$ cat src/rtl/sync_pattern_detector_pkg.sv
// Shared types for the parametrised KJ..KK sync pattern detector.
package sync_pattern_detector_pkg;

  localparam int unsigned PcntW = 4;

  typedef enum logic [1:0] {
    StIdle = 2'd0,
    StExpJ = 2'd1,
    StExpK = 2'd2
  } state_e;

  typedef enum logic [1:0] {
    SymBad = 2'd0,
    SymK   = 2'd1,
    SymJ   = 2'd2
  } sym_e;

  // k=j=1, k=j=0 and unqualified cycles all collapse to SymBad.
  function automatic sym_e decode_sym(input logic k, input logic j, input logic rx_en);
    if (rx_en && k && !j) begin
      return SymK;
    end else if (rx_en && j && !k) begin
      return SymJ;
    end else begin
      return SymBad;
    end
  endfunction

endpackage

$ cat src/rtl/sat_counter.sv
// Saturating up-counter with synchronous clear; clear together with inc loads 1.
module sat_counter #(
  parameter int unsigned W = 8
) (
  input  logic         clk,
  input  logic         rst,
  input  logic         inc,
  input  logic         clr,
  output logic [W-1:0] count
);

  logic [W-1:0] count_q, count_d;

  always_comb begin
    count_d = count_q;
    if (clr) begin
      count_d = inc ? W'(1) : '0;
    end else if (inc && (count_q != {W{1'b1}})) begin
      count_d = count_q + W'(1);
    end
  end

  always_ff @(posedge clk) begin
    if (rst) begin
      count_q <= '0;
    end else begin
      count_q <= count_d;
    end
  end

  assign count = count_q;

endmodule

$ cat src/rtl/sync_pattern_detector.sv
// Detects N KJ pairs followed by KK (MIN_PAIRS <= N <= MAX_PAIRS) on the line-state symbols.
module sync_pattern_detector
  import sync_pattern_detector_pkg::*;
#(
  parameter int unsigned MIN_PAIRS = 2,
  parameter int unsigned MAX_PAIRS = 3,
  parameter bit          RESYNC    = 1'b0,
  parameter int unsigned ERR_W     = 8
) (
  input  logic             clk,
  input  logic             rst,
  input  logic             k,
  input  logic             j,
  input  logic             rx_en,
  input  logic             clr_err,
  output logic             synced,
  output logic             sync_err,
  output logic [PcntW-1:0] sync_pairs,
  output logic             busy,
  output logic [ERR_W-1:0] err_cnt
);

  localparam logic [PcntW-1:0] MinP = PcntW'(MIN_PAIRS);
  localparam logic [PcntW-1:0] MaxP = PcntW'(MAX_PAIRS);

  state_e           state_q, state_d;
  logic [PcntW-1:0] pcnt_q, pcnt_d;
  logic             done_d, err_d;
  logic             synced_q, sync_err_q;
  logic [PcntW-1:0] sync_pairs_q;
  sym_e             sym;

  assign sym = decode_sym(k, j, rx_en);

  always_comb begin
    state_d = state_q;
    pcnt_d  = pcnt_q;
    done_d  = 1'b0;
    err_d   = 1'b0;
    unique case (state_q)
      StIdle: begin
        if (sym == SymK) begin
          state_d = StExpJ;
          pcnt_d  = '0;
        end
      end
      StExpJ: begin
        if ((sym == SymJ) && (pcnt_q < MaxP)) begin
          state_d = StExpK;
          pcnt_d  = pcnt_q + PcntW'(1);
        end else if ((sym == SymK) && (pcnt_q >= MinP)) begin
          // Closing K ends the pattern; it never seeds the next one.
          done_d  = 1'b1;
          state_d = StIdle;
        end else begin
          err_d = 1'b1;
        end
      end
      StExpK: begin
        if (sym == SymK) begin
          state_d = StExpJ;
        end else begin
          err_d = 1'b1;
        end
      end
      default: state_d = StIdle;
    endcase

    if (err_d) begin
      if (RESYNC && (sym == SymK)) begin
        state_d = StExpJ;
        pcnt_d  = '0;
      end else begin
        state_d = StIdle;
      end
    end
  end

  always_ff @(posedge clk) begin
    if (rst) begin
      state_q      <= StIdle;
      pcnt_q       <= '0;
      synced_q     <= 1'b0;
      sync_err_q   <= 1'b0;
      sync_pairs_q <= '0;
    end else begin
      state_q    <= state_d;
      pcnt_q     <= pcnt_d;
      synced_q   <= done_d;
      sync_err_q <= err_d;
      if (done_d) begin
        sync_pairs_q <= pcnt_q;
      end
    end
  end

  sat_counter #(
    .W(ERR_W)
  ) u_err_cnt (
    .clk  (clk),
    .rst  (rst),
    .inc  (err_d),
    .clr  (clr_err),
    .count(err_cnt)
  );

  assign synced     = synced_q;
  assign sync_err   = sync_err_q;
  assign sync_pairs = sync_pairs_q;
  assign busy       = (state_q != StIdle);

endmodule
$ cat config.mk
export PLATFORM = sky130hd
export DESIGN_NAME = sync_pattern_detector
export DESIGN_NICKNAME = d
export VERILOG_FILES = /design/src/rtl/sync_pattern_detector_pkg.sv /design/src/rtl/sat_counter.sv /design/src/rtl/sync_pattern_detector.sv
export SDC_FILE = /design/constraint.sdc
export NUM_CORES = 1
export LEC_CHECK = 0
export ABC_AREA = 1
export CAP_MARGIN = 20
export CORE_MARGIN = 5
export CORE_UTILIZATION = 40
export DETAILED_ROUTE_END_ITERATION = 8
export GPL_TIMING_DRIVEN = 0
export SYNTH_ARGS = -nofsm -noshare
export SYNTH_HDL_FRONTEND = slang
export SYNTH_SLANG_ARGS = --single-unit
$ cat constraint.sdc
create_clock -name clk -period 4.25 [get_ports clk]
set_clock_uncertainty 0.2 [all_clocks]
set_input_delay 0.85 -clock clk [delete_from_list [all_inputs] [get_ports clk]]
set_output_delay 0.85 -clock clk [all_outputs]
set_load 0.005 [all_outputs]
==> impl_metrics.py <==
metrics = {
    "worst_setup_path": {
        "cpLargestDelayFamily": "buffers and inverters",
        "slowest_stage": "clkdlybuf4s50_1",
        "path_buf_inv": 3,
        "crit_chain": "inv_1 -> ha_1 -> inv_1 -> clkdlybuf4s50_1",
        "cp-start-kind": "flip-flop",
        "r2r_cells": 8,
        "worstPathRequired_ns": 3.20,
        "crit_arrival_ns": 1.58,
        "crit_cells": 4,
        "max_stage_delay_ns": 0.49,
        "end_kind": "output pin",
        "crit_top_cell": "inv_1",
        "path_class": "reg2out",
        "worstPathMaxFanout": 4,
    },
    "synthesis": {
        "synth_edf_count": 0,
        "ys_ff_latch": 20,
        "ys.flop_type": "dfxtp_1",
        "syn_area_um2": 1080,
        "ys_seq_area_share_pct": 37.0,
        "yosysUniqueCellTypes": 25,
        "syn-mean-instance-area_um2": 7.22,
        "synthCells": 150,
        "yosysWarnings": 0,
        "synth_fp_nets": 163,
        "synthArstFlopShare_pct": 0,
    },
    "floorplan": {
        "die_area_um2": 3850,
        "fp.dieW_um": 62.0,
        "pin_count": 21,
        "start_util_pct": 42.9,
        "die_h_um": 62.0,
        "core_area_um2": 2520,
        "rows": 18,
    },
    "cells_and_area": {
        "layout_commonest_cell": "nand2_1",
        "final_cell_mix": "nand2_1, inv_1, nor2_1",
        "utilization_pct": 54.0,
        "syn_to_final_growth_pct": 25.9,
        "diodes": 0,
        "finalNonFillerCells": 203,
        "drive_above_1_share_pct": 10.4,
        "fin_area_um2": 1360,
        "nNetsFinal": 187,
    },
    "global_route": {
        "top_usage_layer": "met2",
        "grt_pass1_vias": 972,
        "grt_first_pass_wirelength_um": 4000,
        "antenna_found_initial": 0,
        "grt_use_total_pct": 13.8,
        "met3_usage_pct": 2.48,
        "met1_usage_pct": 18.0,
        "gr-total-overflow": 0,
        "grtUsageMet2_pct": 22.6,
        "grt_max_degree": 13,
    },
    "timing": {
        "rsz0062_at_grt": "no",
        "hold_viol_final": 0,
        "worstMarginPinSlew_ns": 0.456,
        "period_share_pct": 61.9,
        "holdWs_ns": 0.251,
        "drv_slew": 0,
        "final.setup.tns_ns": 0,
        "fmax_mhz": 380,
        "finalCriticalPeriod_ns": 2.63,
        "slew_headroom_pct": 69.5,
        "worst_slack_ns": 1.62,
        "setup-violations-final": 0,
    },
    "place": {
        "dp_cells": 199,
        "pre_cts_slack_ns": 1.65,
        "io_buffer_count": 19,
        "place_area_um2": 1310,
        "gp_congestion": 0.811,
        "dp_hpwl_um": 1840,
    },
    "drt": {
        "post_drt_via_cell_ratio": 4.87,
        "drcViolationCount": 0,
        "drt_iter0_markers": 26,
        "dr.pass1.iters": 4,
        "wirelength_um": 2380,
        "wire_per_inst_um": 11.7,
        "ant_nets": 0,
        "vias": 988,
    },
    "power": {
        "power_density_nw_per_um2": 336,
        "peakVddDrop_mv": 0.227,
        "p_total_mw": 0.458,
        "p_leak_nw": 0.534,
    },
    "run": {
        "maxCapViolCount": 0,
    },
    "clocking": {
        "cts_num_sinks": 20,
        "hold_buffers": 0,
        "ctsHtreeMaxLevel": 1,
        "clk_latency_ns": 0.30,
        "cts_buffer_depth": 2,
        "post_cts_buffers": 0,
        "cts_tree": "built",
        "clk_pin_slew_ns": 0.12,
        "cts_buffers": 3,
        "post_cts_resized": 0,
        "cts_root_buffer": "clkbuf_4",
    },
    "run_status": {
        "outcome": "finished, final reports clean",
    },
    "min_path": {
        "hold_class": "reg2reg",
        "whs_path_depth": 2,
    },
}
[routing by layer]
| layer | part of all wire (%) | up-vias | routed length [µm] |
|---|---|---|---|
| met2 | 46 | 12 | 1100 |
| met1 | 50 | 449 | 1180 |
| met3 | 3.5 | 2 | 84 |
| met4 | 0.80 | 0 | 19 |
| li1 | - | 525 | - |
| met5 | 0 | - | 0 |
[worst register-to-register path: cells and delay by family, from the launching register on]
| kind | cells | cell delay [ns] |
|---|---|---|
| flops | 1 | 0.43 |
| simple gates | 6 | 0.76 |
| fa+ha+maj | 1 | 0.23 |
| compound gates | 1 | 0.05 |
[cell usage after synthesis (2+ instances only)]
cell     number  area (µm²)
a21oi_1      10        50.1
dfxtp_1      20         400
ha_1          7        87.6
inv_1        24        90.1
nand2_1      25        93.8
nand2_2       5        31.3
nand3_1       7        35.0
nand3_2       2        20.0
nand4_1       3        18.8
nor2_1       23        86.3
nor3b_1       2        15.0
o21ai_0       6        30.0
o21ai_1       4        20.0
[area by class of cell]
class / count / area [µm²]
well taps: 30 / 37.5
fillers: 266 / 1160
clock buffers: 3 / 22.5
multi-input cells: 104 / 584
repair buffers: 19 / 190
flip-flops and latches: 20 / 400
plain buffers: 1 / 3.75
clock inverters: 1 / 30.0
inverters: 25 / 93.8
[path summary, 6_finish.rpt]
path	slack (ns)	startpoint	to
max reg2reg	2.46	u_err_cnt.count[0]	u_err_cnt.count[7]
min reg2reg	0.25	sync_pairs[3]	sync_pairs[3]
max	1.62	state_q[0]	busy
min	0.25	sync_pairs[3]	sync_pairs[3]
[cells by family after synthesis]
| group | synth area share [%] |
|---|---|
| AO/OA/AOI/OAI | 12.5 |
| buffers and inverters | 9.02 |
| AND/OR/NAND/NOR | 32.6 |
| flip-flops | 37.0 |
| adder cells (fa/ha/maj) | 8.09 |
| XOR/XNOR | 0.809 |
[flip-flops by register name (all words and copies together) (netlist names)]
name / count
pcnt_q: 4
state_q: 2
sync_err: 1
sync_pairs: 4
synced: 1
u_err_cnt.count: 8
[power breakdown]
group          switching (mW)  total (mW)  internal [mW]
sequential            0.00851       0.204          0.196
combinational          0.0596      0.0963         0.0366
clock                  0.0619       0.157         0.0953
total                   0.130       0.458          0.328
(Power assumes the default switching activity.)
